<file path="config.mk">
export PLATFORM = sky130hd
export DESIGN_NAME = load_store_unit_flat
export DESIGN_NICKNAME = d
export VERILOG_FILES = /design/src/rtl/load_store_unit_if.sv /design/src/rtl/load_store_unit.sv /design/src/flat_wrapper.sv
export SDC_FILE = /design/constraint.sdc
export NUM_CORES = 1
export LEC_CHECK = 0
export CAP_MARGIN = 20
export CELL_PAD_IN_SITES_DETAIL_PLACEMENT = 1
export CELL_PAD_IN_SITES_GLOBAL_PLACEMENT = 1
export CORE_ASPECT_RATIO = 1.25
export CORE_MARGIN = 2
export CORE_UTILIZATION = 34
export DETAILED_ROUTE_END_ITERATION = 10
export PLACE_DENSITY_LB_ADDON = 0.1
export SLEW_MARGIN = 20
export SYNTH_ARGS = -nofsm -noshare
export SYNTH_HDL_FRONTEND = slang
export SYNTH_SLANG_ARGS = --single-unit
</file>
<file path="constraint.sdc">
create_clock -name Clock -period 2.67 [get_ports Clock]
set_clock_uncertainty 0.1 [all_clocks]
set_input_delay 0.534 -clock Clock [delete_from_list [all_inputs] [get_ports Clock]]
set_output_delay 0.534 -clock Clock [all_outputs]
set_load 0.05 [all_outputs]
</file>
<file path="src/rtl/load_store_unit_if.sv">
// Request/response handshake and word-wide memory port of the load/store unit.
// The LSU takes the slave side; the requester and memory model take the master side.
interface load_store_unit_if;
    logic        ReqValid;
    logic        ReqReady;
    logic        ReqWrite;
    logic [1:0]  ReqSize;
    logic        ReqSigned;
    logic [31:0] ReqAddress;
    logic [31:0] ReqData;
    logic        RespValid;
    logic        RespReady;
    logic [31:0] RespData;
    logic        RespError;
    logic [31:0] MemAddress;
    logic [31:0] MemWriteData;
    logic        MemEnableWrite;
    logic [31:0] MemReadData;

    modport slave (
        input  ReqValid, ReqWrite, ReqSize, ReqSigned, ReqAddress, ReqData,
        input  RespReady, MemReadData,
        output ReqReady, RespValid, RespData, RespError,
        output MemAddress, MemWriteData, MemEnableWrite
    );

    modport master (
        output ReqValid, ReqWrite, ReqSize, ReqSigned, ReqAddress, ReqData,
        output RespReady, MemReadData,
        input  ReqReady, RespValid, RespData, RespError,
        input  MemAddress, MemWriteData, MemEnableWrite
    );
endinterface

</file>
<file path="src/rtl/load_store_unit.sv">
// Byte/half/word load-store unit over a word-wide memory with a combinational read port.
// Stores are read-modify-write: the addressed lanes are merged into the word read back.
module load_store_unit #(
    parameter int unsigned ADDRESS_LIMIT = 32'h80
) (
    input logic              Clock,
    input logic              Reset,
    load_store_unit_if.slave bus_io
);

    typedef enum logic [1:0] {StIdle, StRead, StWrite, StResp} state_e;

    state_e      state_q, state_d;
    logic        write_q, write_d;
    logic [1:0]  size_q, size_d;
    logic        signed_q, signed_d;
    logic [1:0]  offset_q, offset_d;
    logic [31:0] data_q, data_d;
    logic [31:0] resp_data_q, resp_data_d;
    logic        resp_error_q, resp_error_d;
    logic [31:0] mem_addr_q, mem_addr_d;
    logic [31:0] mem_wdata_q, mem_wdata_d;

    logic        req_fault;
    logic [31:0] load_value;
    logic [31:0] merged_word;
    logic [7:0]  byte_sel;
    logic [15:0] half_sel;

    always_comb begin
        req_fault = 1'b0;
        unique case (bus_io.ReqSize)
            2'b00:   req_fault = 1'b0;
            2'b01:   req_fault = bus_io.ReqAddress[0];
            2'b10:   req_fault = (bus_io.ReqAddress[1:0] != 2'b00);
            default: req_fault = 1'b1;
        endcase
        if (bus_io.ReqAddress >= ADDRESS_LIMIT) req_fault = 1'b1;
    end

    // Lane extraction and merge both work on the word currently on MemReadData.
    always_comb begin
        byte_sel    = bus_io.MemReadData[{offset_q, 3'b000} +: 8];
        half_sel    = offset_q[1] ? bus_io.MemReadData[31:16] : bus_io.MemReadData[15:0];
        load_value  = bus_io.MemReadData;
        merged_word = bus_io.MemReadData;
        unique case (size_q)
            2'b00: begin
                load_value = {{24{signed_q & byte_sel[7]}}, byte_sel};
                merged_word[{offset_q, 3'b000} +: 8] = data_q[7:0];
            end
            2'b01: begin
                load_value = {{16{signed_q & half_sel[15]}}, half_sel};
                if (offset_q[1]) merged_word[31:16] = data_q[15:0];
                else             merged_word[15:0]  = data_q[15:0];
            end
            default: begin
                load_value  = bus_io.MemReadData;
                merged_word = data_q;
            end
        endcase
    end

    always_comb begin
        state_d      = state_q;
        write_d      = write_q;
        size_d       = size_q;
        signed_d     = signed_q;
        offset_d     = offset_q;
        data_d       = data_q;
        resp_data_d  = resp_data_q;
        resp_error_d = resp_error_q;
        mem_addr_d   = mem_addr_q;
        mem_wdata_d  = mem_wdata_q;
        unique case (state_q)
            StIdle: begin
                if (bus_io.ReqValid) begin
                    write_d  = bus_io.ReqWrite;
                    size_d   = bus_io.ReqSize;
                    signed_d = bus_io.ReqSigned;
                    offset_d = bus_io.ReqAddress[1:0];
                    data_d   = bus_io.ReqData;
                    if (req_fault) begin
                        resp_error_d = 1'b1;
                        resp_data_d  = '0;
                        state_d      = StResp;
                    end else begin
                        resp_error_d = 1'b0;
                        mem_addr_d   = {bus_io.ReqAddress[31:2], 2'b00};
                        state_d      = StRead;
                    end
                end
            end
            StRead: begin
                if (write_q) begin
                    mem_wdata_d = merged_word;
                    state_d     = StWrite;
                end else begin
                    resp_data_d = load_value;
                    state_d     = StResp;
                end
            end
            StWrite: begin
                resp_data_d = '0;
                state_d     = StResp;
            end
            StResp: begin
                if (bus_io.RespReady) state_d = StIdle;
            end
            default: state_d = StIdle;
        endcase
    end

    always_ff @(posedge Clock) begin
        if (Reset) begin
            state_q      <= StIdle;
            write_q      <= 1'b0;
            size_q       <= 2'b00;
            signed_q     <= 1'b0;
            offset_q     <= 2'b00;
            data_q       <= '0;
            resp_data_q  <= '0;
            resp_error_q <= 1'b0;
            mem_addr_q   <= '0;
            mem_wdata_q  <= '0;
        end else begin
            state_q      <= state_d;
            write_q      <= write_d;
            size_q       <= size_d;
            signed_q     <= signed_d;
            offset_q     <= offset_d;
            data_q       <= data_d;
            resp_data_q  <= resp_data_d;
            resp_error_q <= resp_error_d;
            mem_addr_q   <= mem_addr_d;
            mem_wdata_q  <= mem_wdata_d;
        end
    end

    assign bus_io.ReqReady       = (state_q == StIdle);
    assign bus_io.RespValid      = (state_q == StResp);
    assign bus_io.RespData       = resp_data_q;
    assign bus_io.RespError      = resp_error_q;
    assign bus_io.MemAddress     = mem_addr_q;
    assign bus_io.MemWriteData   = mem_wdata_q;
    // Reset gates the strobe directly so a reset landing in WRITE commits nothing.
    assign bus_io.MemEnableWrite = (state_q == StWrite) && !Reset;

endmodule

</file>
<file path="src/flat_wrapper.sv">
// flat-port wrapper written by rule: the top's interface ports become plain ports
module load_store_unit_flat 
#(
    parameter int unsigned ADDRESS_LIMIT = 32'h80
)
  (Clock, Reset, bus_io_ReqValid, bus_io_ReqWrite, bus_io_ReqSize, bus_io_ReqSigned, bus_io_ReqAddress, bus_io_ReqData, bus_io_RespReady, bus_io_MemReadData, bus_io_ReqReady, bus_io_RespValid, bus_io_RespData, bus_io_RespError, bus_io_MemAddress, bus_io_MemWriteData, bus_io_MemEnableWrite);
  load_store_unit_if bus_io_i ();
  input logic Clock;
  input logic Reset;
  input wire logic [$bits(bus_io_i.ReqValid)-1:0] bus_io_ReqValid;
  input wire logic [$bits(bus_io_i.ReqWrite)-1:0] bus_io_ReqWrite;
  input wire logic [$bits(bus_io_i.ReqSize)-1:0] bus_io_ReqSize;
  input wire logic [$bits(bus_io_i.ReqSigned)-1:0] bus_io_ReqSigned;
  input wire logic [$bits(bus_io_i.ReqAddress)-1:0] bus_io_ReqAddress;
  input wire logic [$bits(bus_io_i.ReqData)-1:0] bus_io_ReqData;
  input wire logic [$bits(bus_io_i.RespReady)-1:0] bus_io_RespReady;
  input wire logic [$bits(bus_io_i.MemReadData)-1:0] bus_io_MemReadData;
  output wire logic [$bits(bus_io_i.ReqReady)-1:0] bus_io_ReqReady;
  output wire logic [$bits(bus_io_i.RespValid)-1:0] bus_io_RespValid;
  output wire logic [$bits(bus_io_i.RespData)-1:0] bus_io_RespData;
  output wire logic [$bits(bus_io_i.RespError)-1:0] bus_io_RespError;
  output wire logic [$bits(bus_io_i.MemAddress)-1:0] bus_io_MemAddress;
  output wire logic [$bits(bus_io_i.MemWriteData)-1:0] bus_io_MemWriteData;
  output wire logic [$bits(bus_io_i.MemEnableWrite)-1:0] bus_io_MemEnableWrite;
  assign bus_io_i.ReqValid = bus_io_ReqValid;
  assign bus_io_i.ReqWrite = bus_io_ReqWrite;
  assign bus_io_i.ReqSize = bus_io_ReqSize;
  assign bus_io_i.ReqSigned = bus_io_ReqSigned;
  assign bus_io_i.ReqAddress = bus_io_ReqAddress;
  assign bus_io_i.ReqData = bus_io_ReqData;
  assign bus_io_i.RespReady = bus_io_RespReady;
  assign bus_io_i.MemReadData = bus_io_MemReadData;
  assign bus_io_ReqReady = bus_io_i.ReqReady;
  assign bus_io_RespValid = bus_io_i.RespValid;
  assign bus_io_RespData = bus_io_i.RespData;
  assign bus_io_RespError = bus_io_i.RespError;
  assign bus_io_MemAddress = bus_io_i.MemAddress;
  assign bus_io_MemWriteData = bus_io_i.MemWriteData;
  assign bus_io_MemEnableWrite = bus_io_i.MemEnableWrite;
  load_store_unit #(.ADDRESS_LIMIT(ADDRESS_LIMIT)) u_core (.Clock(Clock), .Reset(Reset), .bus_io(bus_io_i));
endmodule
</file>
==> out/qor.yml <==
status: "completed"
critPathLaunchType: "flip-flop"
avgSynthCellArea_um2: 8.64
powerDensity_nw_per_um2: 803
holdBufCountCts: 0
drv_slew: 0
start_util_pct: 34.9
antennaDiodeCount: 0
setup_tns_ps: 0
fmax_mhz: 401
worst_setup_hold_path_clk_slew_ps: 60
postRouteAntennaNets: 0
utilization_pct: 50.7
syn2layout_area_growth_pct: 45.2
rows: 55
io_pins: 204
rsz0062_at_grt: "false"
post_cts_buffers: 0
die_x_um: 126
antenna_found_initial: 0
worst_pin_slew_ps: 932
power_leakage_nw: 3.43
yosys.area.top_type: "dfxtp_1"
clock-sinks: 135
grt_usage_pct: 24.1
synth_top_area_share_pct: 42.6
drc_errors: 0
totalWireLength_um: 23600
yosysUniqueCellTypes: 52
cts-htree-levels: 4
cap_violations: 0
fillers: 2122
cts_tree: "yes"
fin_nets: 1043
cts_buffer_depth: 2
grt_max_degree: 50
syn_inst: 734
endpoint_kind: "output port"
dieArea_um2: 19800
finalCritPeriodShare_pct: 93.3
overflow: 0
ys_seq_area_share_pct: 42.6
clk-insertion-delay-late_ps: 430
cts-buffers-inserted: 17
core_area_um2: 18200
hold_viol_final: 0
hold_class: "in2reg"
synth_warnings: 0
setup_violations: 0
post_drt_wl_per_cell_um: 20.2
ys_top_cells_by_area: "dfxtp_1, nand2_1, mux2i_1, a221oi_1, a21oi_1"
ys_ff_latch: 135
viasPerCell: 5.34
gp_congestion: 0.860
slew_headroom_pct: 37.4
pre_cts_slack_ps: -71.0
drive_gt1_share_pct: 11.5
mappedNetlistArea_um2: 6340
setup_ws_ps: 178
worstSetupPathType: "reg2out"
vdd_drop_max_v: 0.000491
first_pass_iters: 5
portBuffers: 201
dp_hpwl_um: 18000
first_global_vias: 6671
fin_hold_ws_ps: 344
drtIter0Drc: 420
grt_pass1_wl_um: 37100
num_vias: 6256
critPathMaxFanout: 5
cp.required_ps: 2040
finalCriticalPeriod_ps: 2490
root_buffer: "clkbuf_16"
cp.arrival_ps: 1860
die_h_um: 157
final cells by class:
type                            count  area (um2)  area share, %
Multi-Input combinational cell    516        3290           35.7
Sequential cell                   135        2700           29.4
Clock buffer                       19         433           4.70
Tap cell                          228         285           3.10
Timing Repair Buffer              231        2270           24.6
Inverter                           29         109           1.18
Clock inverter                     13         123           1.33
flip-flops by register name, indices dropped and copies added (netlist names), 2 cells and up:
signal,cells
u_core.bus_io.MemWriteData,32
u_core.offset_q,2
u_core.state_q,2
u_core.data_q,32
u_core.size_q,2
u_core.bus_io.RespData,32
u_core.bus_io.MemAddress,30
kinds of logic after synthesis:
logic type | after synthesis | synth area share (%)
other cells | 1 | 0.0591
buf+inv | 84 | 5.74
simple gates | 282 | 22.9
flops | 135 | 42.6
mux | 43 | 6.95
compound gates | 180 | 19.9
fa+ha+maj | 9 | 1.78
cells in the final DEF (no fill, tap or decap), types with 4 or more instances in the layout:
cell	instances
o21ai_0	38
a222oi_1	4
a221o_1	22
a221oi_1	27
a22o_1	8
clkbuf_16	17
nand2b_1	30
nand3_1	4
o21ai_1	5
a211oi_1	10
and2_4	19
mux2i_1	35
clkinvlp_4	4
clkdlybuf4s50_1	198
inv_1	29
dfxtp_1	135
ha_1	9
nor3_1	28
nor2_1	49
nor2b_1	9
a21oi_1	46
o21a_1	5
buf_4	28
and2_2	7
nand2_1	115
mux2_2	8
power breakdown:
group          switching [mW]  internal, mW  total [mW]
logic                    1.61          1.10        2.71
clock network           0.967          1.29        2.25
registers               0.211          2.22        2.43
total                    2.79          4.61        7.40
worst max-delay path, stage by stage (launching register included):
cell             delay [ps]
dfxtp_1                 400
ha_1                    200
clkdlybuf4s50_1         820
metal layers:
metal / GRT usage, % / routed length [um] / up-vias / share of wire (%)
li1: - / - / 2972 / -
met1: 28.7 / 9720 / 3017 / 41
met2: 42.0 / 11800 / 216 / 50
met3: 4.72 / 1320 / 51 / 5.6
met4: 10.3 / 805 / 0 / 3.4
met5: 0 / 0 / - / 0
final timing paths:
check,startpoint,end,slack [ps],cells after the start
max,u_core.state_q[1],bus_io_RespValid,180,2
min,Reset,u_core.data_q[22],340,2
max reg2reg,u_core.size_q[0],u_core.bus_io.RespData[17],250,5
min reg2reg,u_core.data_q[23],u_core.data_q[23],360,2
cells in the mapped netlist (all sizes together):
master	count
inv	29
clkbuf	38
o21ai	43
o21a	5
a31oi	3
nor4	5
o22a	1
buf	17
a221oi	28
o221ai	3
nor4bb	1
nor3b	3
conb	1
o211ai	1
nor2	50
nor4b	2
nand2	115
a311oi	1
and4b	1
a222oi	4
a211oi	10
a221o	22
or3	2
nand4	1
nand3	4
or2b	1
and2	27
a21oi	46
nor2b	9
ha	9
a211o	1
a2111oi	1
o21bai	1
mux2	8
a2bb2oi	1
mux2i	35
a22o	8
dfxtp	135
nor3	31
nand2b	30
a31o	1
stage by stage:
stage | instances | power (mW) | area (um2)
2_1_floorplan | 735 | 4.16 | 6340
3_3_place_gp | 1139 | 5.09 | 8650
3_5_place_dp | 1139 | 5.18 | 8650
4_1_cts | 1171 | 7.44 | 9200
5_1_grt | 1171 | 7.76 | 9210
6_report | 1171 | 7.40 | 9210
what timing repair did:
| item | CTS | global route |
|---|---|---|
| endpoints found under the hold margin | 0 | 0 |
| gates resized for setup | 1 | 1 |
| setup endpoints to repair | 1 | 1 |
Power figures use the tool's default switching activity.
